===== config.mk =====
export PLATFORM = sky130hd
export DESIGN_NAME = seg_scan_flat
export DESIGN_NICKNAME = d
export VERILOG_FILES = /design/src/rtl/seg_scan_pkg.sv /design/src/rtl/seg_scan_if.sv /design/src/rtl/seg_scan_prescaler.sv /design/src/rtl/seg_scan.sv /design/src/flat_wrapper.sv
export SDC_FILE = /design/constraint.sdc
export NUM_CORES = 1
export LEC_CHECK = 0
export CAP_MARGIN = 10
export CORE_MARGIN = 4
export CORE_UTILIZATION = 40
export DETAILED_ROUTE_END_ITERATION = 10
export DONT_BUFFER_PORTS = 1
export HOLD_SLACK_MARGIN = 0.08
export PLACE_DENSITY_LB_ADDON = 0.05
export SYNTH_ARGS = -nofsm -noshare
export SYNTH_HDL_FRONTEND = slang
export SYNTH_SLANG_ARGS = --single-unit

===== constraint.sdc =====
create_clock -name clk -period 2 [get_ports clk]
set_input_delay 0.4 -clock clk [delete_from_list [all_inputs] [get_ports clk]]
set_output_delay 0.4 -clock clk [all_outputs]
set_load 0.1 [all_outputs]

===== src/rtl/seg_scan_pkg.sv =====
// rtl/seg_scan_pkg.sv - shared constants and types for the seven-segment scanner
package seg_scan_pkg;

  localparam int N_DIGITS = 8;
  localparam logic [7:0] SEG_OFF = 8'hFF;
  localparam logic [7:0] AN_OFF = 8'hFF;

  typedef logic [7:0] seg_t;

  // Active-low one-hot anode select for a digit index.
  function automatic logic [7:0] an_sel(input logic [2:0] i);
    return ~(8'b0000_0001 << i);
  endfunction

endpackage


===== src/rtl/seg_scan_if.sv =====
// rtl/seg_scan_if.sv - digit pattern inputs and scanned display outputs
interface seg_scan_if;
  import seg_scan_pkg::*;

  seg_t       seg0;
  seg_t       seg1;
  seg_t       seg2;
  seg_t       seg3;
  seg_t       seg4;
  seg_t       seg5;
  seg_t       seg6;
  seg_t       seg7;
  logic [7:0] en;
  logic [7:0] an;
  seg_t       seg;
  logic       frame;

  // Pattern source (debug unit side).
  modport master (
    output seg0, seg1, seg2, seg3, seg4, seg5, seg6, seg7, en,
    input  an, seg, frame
  );

  // Scanner side.
  modport slave (
    input  seg0, seg1, seg2, seg3, seg4, seg5, seg6, seg7, en,
    output an, seg, frame
  );

endinterface


===== src/rtl/seg_scan_prescaler.sv =====
// rtl/seg_scan_prescaler.sv - slot cycle counter with end-of-slot strobe
module scan_prescaler #(
  parameter int DIV = 100000,
  localparam int CW = (DIV > 1) ? $clog2(DIV) : 1
) (
  input  logic          clk,
  input  logic          rst,
  output logic [CW-1:0] cnt,
  output logic          wrap
);

  assign wrap = (cnt == CW'(DIV - 1));

  // Count 0..DIV-1 and restart at the end of every slot.
  always_ff @(posedge clk or negedge rst) begin
    if (!rst) begin
      cnt <= '0;
    end else if (wrap) begin
      cnt <= '0;
    end else begin
      cnt <= cnt + 1'b1;
    end
  end

endmodule


===== src/rtl/seg_scan.sv =====
// rtl/seg_scan.sv - 8-digit time-multiplexed seven-segment scanner with frame snapshot
module seg_scan
  import seg_scan_pkg::*;
#(
  parameter int DIV   = 100000,
  parameter int BLANK = 1000
) (
  input  logic     clk,
  input  logic     rst,
  seg_scan_if.slave bus
);

  localparam int CW = (DIV > 1) ? $clog2(DIV) : 1;

  logic [CW-1:0] cnt;
  logic          wrap;
  logic [2:0]    idx;
  logic          frame_edge;
  logic          in_blank;
  logic          lit;
  seg_t          live [N_DIGITS];
  seg_t          snap [N_DIGITS];
  logic [7:0]    snap_en;
  logic [7:0]    an_q;
  seg_t          seg_q;
  logic          frame_q;

  scan_prescaler #(.DIV(DIV)) u_prescaler (
    .clk  (clk),
    .rst  (rst),
    .cnt  (cnt),
    .wrap (wrap)
  );

  assign live[0] = bus.seg0;
  assign live[1] = bus.seg1;
  assign live[2] = bus.seg2;
  assign live[3] = bus.seg3;
  assign live[4] = bus.seg4;
  assign live[5] = bus.seg5;
  assign live[6] = bus.seg6;
  assign live[7] = bus.seg7;

  // Last cycle of the last digit slot: the frame boundary.
  assign frame_edge = wrap && (idx == 3'(N_DIGITS - 1));

  // With no blanking the comparison would be constant, so drop it entirely.
  generate
    if (BLANK == 0) begin : g_no_blank
      assign in_blank = 1'b0;
    end else begin : g_blank
      assign in_blank = (cnt < CW'(BLANK));
    end
  endgenerate

  assign lit = !in_blank && snap_en[idx];

  // Digit index advances once per slot and wraps 7 -> 0.
  always_ff @(posedge clk or negedge rst) begin
    if (!rst) begin
      idx <= 3'd0;
    end else if (wrap) begin
      idx <= idx + 3'd1;
    end
  end

  // Capture all patterns and the enable mask together so a frame never tears.
  always_ff @(posedge clk or negedge rst) begin
    if (!rst) begin
      for (int i = 0; i < N_DIGITS; i++) begin
        snap[i] <= SEG_OFF;
      end
      snap_en <= 8'h00;
    end else if (frame_edge) begin
      for (int i = 0; i < N_DIGITS; i++) begin
        snap[i] <= live[i];
      end
      snap_en <= bus.en;
    end
  end

  // Registered drive of the shared anode/cathode lines from the pre-edge state.
  always_ff @(posedge clk or negedge rst) begin
    if (!rst) begin
      an_q    <= AN_OFF;
      seg_q   <= SEG_OFF;
      frame_q <= 1'b0;
    end else begin
      an_q    <= lit ? an_sel(idx) : AN_OFF;
      seg_q   <= lit ? snap[idx] : SEG_OFF;
      frame_q <= frame_edge;
    end
  end

  assign bus.an    = an_q;
  assign bus.seg   = seg_q;
  assign bus.frame = frame_q;

endmodule


===== src/flat_wrapper.sv =====
// flat-port wrapper written by rule: the top's interface ports become plain ports
module seg_scan_flat import seg_scan_pkg::*;
#(
  parameter int DIV   = 100000,
  parameter int BLANK = 1000
)
  (clk, rst, bus_seg0, bus_seg1, bus_seg2, bus_seg3, bus_seg4, bus_seg5, bus_seg6, bus_seg7, bus_en, bus_an, bus_seg, bus_frame);
  seg_scan_if bus_i ();
  input  logic clk;
  input  logic rst;
  input wire logic [$bits(bus_i.seg0)-1:0] bus_seg0;
  input wire logic [$bits(bus_i.seg1)-1:0] bus_seg1;
  input wire logic [$bits(bus_i.seg2)-1:0] bus_seg2;
  input wire logic [$bits(bus_i.seg3)-1:0] bus_seg3;
  input wire logic [$bits(bus_i.seg4)-1:0] bus_seg4;
  input wire logic [$bits(bus_i.seg5)-1:0] bus_seg5;
  input wire logic [$bits(bus_i.seg6)-1:0] bus_seg6;
  input wire logic [$bits(bus_i.seg7)-1:0] bus_seg7;
  input wire logic [$bits(bus_i.en)-1:0] bus_en;
  output wire logic [$bits(bus_i.an)-1:0] bus_an;
  output wire logic [$bits(bus_i.seg)-1:0] bus_seg;
  output wire logic [$bits(bus_i.frame)-1:0] bus_frame;
  assign bus_i.seg0 = bus_seg0;
  assign bus_i.seg1 = bus_seg1;
  assign bus_i.seg2 = bus_seg2;
  assign bus_i.seg3 = bus_seg3;
  assign bus_i.seg4 = bus_seg4;
  assign bus_i.seg5 = bus_seg5;
  assign bus_i.seg6 = bus_seg6;
  assign bus_i.seg7 = bus_seg7;
  assign bus_i.en = bus_en;
  assign bus_an = bus_i.an;
  assign bus_seg = bus_i.seg;
  assign bus_frame = bus_i.frame;
  seg_scan #(.DIV(DIV), .BLANK(BLANK)) u_core (.clk(clk), .rst(rst), .bus(bus_i));
endmodule

* After elaboration in Yosys (flattened, before gate mapping)
Index checks and enable logic that the tools add are counted.
Word-level totals: flip-flop bits (word level) 109, bits in latches 0, RAM bits 0, bits in read-only memories 0, input bits 74, output and inout bits 17, memories kept 0
Operators by class: add/sub/neg operators 2, multipliers 0, divide/modulo/power cells 0, order comparisons 3, equality and inequality tests 2, shift operators 1, muxes and demuxes 8, bitwise operators 2, reduce and logical (&&, ||, !) cells 3
Operators by type and width (number):
- $mux W8 | 4
- $bmux W8 S3 | 1
- $add A17 B1 Y17 const B | 1
- $eq A17 B17 Y1 const B | 1
- $lt A17 B10 Y1 const B | 1
- $mux W17 | 1
- $not A8 Y8 | 1
- $shl A1 B3 Y8 const A | 1
- $ge A4 B4 Y1 const B | 1
- $lt A3 B4 Y1 const B | 1
- $not A3 Y4 | 1
- $add A3 B1 Y3 const B | 1
- $bmux W1 S3 | 1
- $eq A3 B3 Y1 const B | 1
- $logic_and A1 B1 Y1 | 2
- $logic_not A1 Y1 | 1
- $mux W1 | 1

* Depth between registers and ports, before layout
depth in word-level cells 5, mapped depth 7, mapped depth without buffers 5

* Hierarchy
Synthesis repeated with hierarchy kept, for this count alone.
Second synthesis, totals: cell total of the unflattened synthesis 334, area, all modules 4890.9 um2
Modules (own cells, without submodules):
- seg_scan | instances 1, cells an instance 260, area an instance 4097.7 um2
- scan_prescaler | instances 1, cells an instance 74, area an instance 793.3 um2

* Worst setup path before layout
Ideal clock, no wire load.
kind register to register, start reg u_core.u_prescaler.cnt[0], end reg u_core.snap_en[0], setup time 0.125 ns, data arrival time 1.770 ns, data required time 1.875 ns, setup slack 0.105 ns, cell stages (with the launch flop) 8, path through dfrtp_1 -> ha_1 -> and4_1 -> and4_1 -> buf_4 -> nand2_4 -> buf_6 -> mux2_4
On the way: cells in the longest elaborated chain, start to end 2
Ends and longest elaborated chain:
- start, declared | RTL line seg_scan_prescaler.sv:8 | output logic [CW-1:0] cnt,
- start signal, assigned | RTL line seg_scan_prescaler.sv:21 | cnt <= cnt + 1'b1;
- $eq A17 B17 Y1 | RTL line seg_scan_prescaler.sv:12 | assign wrap = (cnt == CW'(DIV - 1));
- $logic_and A1 B1 Y1 | RTL line seg_scan.sv:45 | assign frame_edge = wrap && (idx == 3'(N_DIGITS - 1));
- end signal, assigned | RTL line seg_scan.sv:78 | snap_en <= bus.en;
- end, declared | RTL line seg_scan.sv:23 | logic [7:0] snap_en;
Every way passes these cells. A chain may end at the register's enable or synchronous reset.

* Final worst setup path
start reg u_core.idx[1], end reg u_core.snap[3] (netlist bit)
On the way: cells in the longest elaborated chain, start to end 2
Ends and longest elaborated chain:
- start, declared | RTL line seg_scan.sv:17 | logic [2:0] idx;
- start signal, assigned | RTL line seg_scan.sv:63 | idx <= idx + 3'd1;
- $eq A3 B3 Y1 | RTL line seg_scan.sv:45
- $logic_and A1 B1 Y1 | RTL line seg_scan.sv:45
- end signal, assigned by index | RTL line seg_scan.sv:76 | snap[i] <= live[i];
- end, declared | RTL line seg_scan.sv:22 | seg_t snap [N_DIGITS];
Every way passes these cells.

==> implementation parameters <==
Parameter                              Value

STA
  Final hold slack    -262 ps
  Final critical delay including setup and external delays    between 1500 and 2000 ps
  Final worst path period share    0.962
  Count of endpoints failing setup in the final report    0
  Worst slew margin relative to its limit    0.359
  Final Hold Vio Count    109
  Setup TNS    0 ps
  Setup WS post-layout    76.7 ps
  Highest clock frequency the design can meet    520 MHz
  Max-slew violations    0
  Final worst clock skew    approximately 12 ps
  Least-Margin Pin Slew    955 ps

Global route
  Largest net degree at the start of global routing    110
  Number of global-route vias before repair    3014
  GRT Resource Usage Total    0.147
  Total gr overflow    0
  Global-route wire length before repair    ~17000 um
  Number of antenna violations at the first check in global routing    0

Worst setup path
  Type of element launching the critical path    flip-flop
  Endpoint of the lowest-slack register-to-register path    u_core.snap[3]
  End of the critical path    u_core.snap[3]
  Start-to-end type of the worst setup path    reg2reg
  Type of destination of the critical path    flip-flop
  Biggest cell delay along the critical path    480 ps
  Reg2reg setup slack    between 70 and 80 ps
  Cell type of the slowest stage on the worst timing path    sky130_fd_sc_hd__dfrtp_1
  Cell-by-cell trace of the critical path    ha_1, ha_1, nand2_4, buf_12, mux2_4
  Worst-path fanout max    23
  Endpoint required time on the critical path    2270 ps
  Cell seen most often among critical-path stages    sky130_fd_sc_hd__ha_1
  Worst setup path startpoint    u_core.idx[1]
  R2R depth    5
  Cell count along the critical path    5
  Worst reg2reg startpoint    u_core.idx[1]
  CP Buf/Inv Count    1
  Largest delay contributor family on the critical path    adder cells
  Arrival time of data at the critical path endpoint    2190 ps

Yosys
  Synth Net Count    422
  Cells after Synth    341
  Ys async rst share    1.00
  Mapped cell area    between 5000 and 6000 um^2
  Post-synthesis sequential element count    109
  Main flop type after synthesis    sky130_fd_sc_hd__dfstp_2
  Syn_area_per_cell    approximately 15 um^2
  Number of synthesized flops with an enable pin    0
  Fraction of the yosys area taken by sequential cells    0.545
  Syn. warnings    0
  Number of distinct library cells after synthesis    34

Die
  Die height    122 um
  Overall die area    14800 um^2
  Placeable Area    12700 um^2
  Number of top-level design ports    91
  FP Rows    41
  Initial standard-cell utilization of the core    0.409
  Die Wd    122 um

Clocking
  Root buffer cell    sky130_fd_sc_hd__clkbuf_16
  Worst-case clock buffer depth    2
  Clock latency reported for the late side of the worst-skew pair    350 ps
  Num CTS Buffers    9
  TritonCTS clock tree    yes
  Clock slew seen by the registers of the worst setup and hold paths    70 ps
  H-tree lvl count    3
  Clock sink count    109

Cells and area
  Ant. Diodes    0
  Nets    443
  Layout Area Growth over Synthesis    11.9%
  Fraction of final layout cells with drive strength greater than 1    0.572

Routing
  Post-DR vias/cell    between 5 and 6
  Average detailed-routed wire length per instance    19.8 um
  Detailed Route WL    between 10000 and 15000 um
  Initial detailed-routing violation count    about 110
  Antenna-violating nets left    0
  Initial DRT Pass Iterations    4
  Vias post-DR    approximately 2700
  DRC violations left    0

Job
  Count of max-cap constraint violations    0

Place
  Gpl congestion    0.750
  DP HPWL    around 7300 um
  Worst slack, placed    64.8 ps
  I/O Buffers    0

Min path
  Hold Path Class    in2async

Power and ir drop
  Final total power    0.00419 W
  Peak supply drop    0.389 mV
  Static leakage power    2.52 nW
  P per Cell Area    722 nW/um^2

Status
  Status    complete, but fails checks
  Violations in the final reports    negative hold slack
through the flow:
stage               instance area (um^2)  std cells  utilization  hold WS [ps]
finish                              5800        539        0.458          -262
CTS                                 5740        534        0.453          -279
global placement                    5470        518        0.432           110
global route                        5800        539        0.458          -287
detailed placement                  5470        518        0.432           110
floorplan                           5180        341            -           104
worst min path at each step:
stage	from	endpoint	slack [ps]	cells past startpoint
finish	rst	u_core.u_prescaler.cnt[13]	-260	0
floorplan	rst	u_core.bus.frame	100	0
global route	rst	u_core.u_prescaler.cnt[12]	-290	0
CTS	rst	u_core.u_prescaler.cnt[13]	-280	0
detailed placement	rst	u_core.u_prescaler.cnt[12]	110	0
global placement	rst	u_core.u_prescaler.cnt[12]	110	0
sequential cells by signal, summed over array words and instances, names as in the netlist:
name	cells
u_core.bus.seg	8
u_core.snap_en	8
u_core.snap	64
u_core.u_prescaler.cnt	17
u_core.bus.frame	1
u_core.bus.an	8
u_core.idx	3
worst register-to-register path, stage by stage (launching register included):
cell,delay [ps]
sky130_fd_sc_hd__dfrtp_1,480
sky130_fd_sc_hd__ha_1,260
sky130_fd_sc_hd__ha_1,300
sky130_fd_sc_hd__nand2_4,240
sky130_fd_sc_hd__buf_12,250
sky130_fd_sc_hd__mux2_4,330
power breakdown:
group / internal, W / switching, W
logic: 0.000122 / 0.0000388
registers: 0.00233 / 0.0000436
clock network: 0.000844 / 0.000808
total: 0.00330 / 0.000890
cell usage after synthesis (2+ instances only):
library cell               number  area, um^2
sky130_fd_sc_hd__a22o_1         8        70.1
sky130_fd_sc_hd__and4_1         2        17.5
sky130_fd_sc_hd__and4b_1        2        20.0
sky130_fd_sc_hd__buf_2          2        10.0
sky130_fd_sc_hd__buf_4          4        30.0
sky130_fd_sc_hd__buf_6          7        78.8
sky130_fd_sc_hd__clkbuf_1       3        11.3
sky130_fd_sc_hd__dfrtp_1       29         726
sky130_fd_sc_hd__dfstp_2       80        2100
sky130_fd_sc_hd__ha_1           7        87.6
sky130_fd_sc_hd__inv_1          5        18.8
sky130_fd_sc_hd__mux2_2         3        33.8
sky130_fd_sc_hd__mux2_4        70        1050
sky130_fd_sc_hd__mux2i_1       20         200
sky130_fd_sc_hd__mux4_2         9         203
sky130_fd_sc_hd__nand2_1        8        30.0
sky130_fd_sc_hd__nand3_1       11        55.1
sky130_fd_sc_hd__nand4_1        7        43.8
sky130_fd_sc_hd__nor2_1        19        71.3
sky130_fd_sc_hd__nor2b_1        2        12.5
sky130_fd_sc_hd__nor3_1         7        35.0
sky130_fd_sc_hd__nor4_1         2        12.5
sky130_fd_sc_hd__nor4bb_1       2        20.0
sky130_fd_sc_hd__o21ai_0       10        50.1
sky130_fd_sc_hd__xnor2_1       11        96.3
sky130_fd_sc_hd__xor2_1         3        26.3
cells in the final DEF, fill, tap and decap left out, types with 2 or more instances in the layout:
cell	netlist	layout
sky130_fd_sc_hd__a22o_1	8	8
sky130_fd_sc_hd__and4b_1	2	2
sky130_fd_sc_hd__buf_12	0	3
sky130_fd_sc_hd__buf_4	4	21
sky130_fd_sc_hd__clkbuf_16	0	10
sky130_fd_sc_hd__clkinv_2	0	3
sky130_fd_sc_hd__clkinv_4	0	2
sky130_fd_sc_hd__dfrtp_1	29	28
sky130_fd_sc_hd__dfstp_2	80	80
sky130_fd_sc_hd__ha_1	7	7
sky130_fd_sc_hd__inv_1	5	5
sky130_fd_sc_hd__mux2_2	3	3
sky130_fd_sc_hd__mux2_4	70	70
sky130_fd_sc_hd__mux2i_1	20	20
sky130_fd_sc_hd__mux4_2	9	9
sky130_fd_sc_hd__nand2_1	8	8
sky130_fd_sc_hd__nand3_1	11	11
sky130_fd_sc_hd__nand4_1	7	7
sky130_fd_sc_hd__nor2_1	19	18
sky130_fd_sc_hd__nor2b_1	2	2
sky130_fd_sc_hd__nor3_1	7	7
sky130_fd_sc_hd__nor4_1	2	2
sky130_fd_sc_hd__nor4bb_1	2	2
sky130_fd_sc_hd__o21ai_0	10	10
sky130_fd_sc_hd__xnor2_1	11	11
sky130_fd_sc_hd__xor2_1	3	3
metal layers:
layer / share of wire / wire length [um] / global-route usage / up-vias
met5: 0 / 0 / 0 / -
met4: 0.014 / 154 / 0.0483 / 0
met3: 0.068 / 723 / 0.0631 / 12
met2: 0.48 / 5100 / 0.234 / 62
met1: 0.44 / 4690 / 0.181 / 1369
li1: - / - / - / 1270
logic make-up (layout without fill, tap and decap cells):
logic type	Yosys count	in the layout	synth area share
DFF	109	109	0.545
muxes	102	102	0.287
and+or+nand+nor	67	68	0.0714
buffers and inverters	22	47	0.0297
AOI/OAI and AO/OA	20	20	0.0261
xor gates and xnor gates	14	14	0.0236
adders and majority gates	7	7	0.0169
area by class of cell:
class                   instances  area, um^2
well taps                     172         215
clock buffers                  10         229
fillers                      1178        6870
multi-input cells             211        2210
flip-flops and latches        109        2830
repair buffers                 26         254
clock inverters                 6        40.0
inverters                       5        18.8
repair_timing:
action,4_1_cts,5_1_grt
hold endpoints to repair,109,109
setup endpoints to repair,0,60
buffers inserted,0,3
resized for setup,0,4
Power figures use the tool's default switching activity.
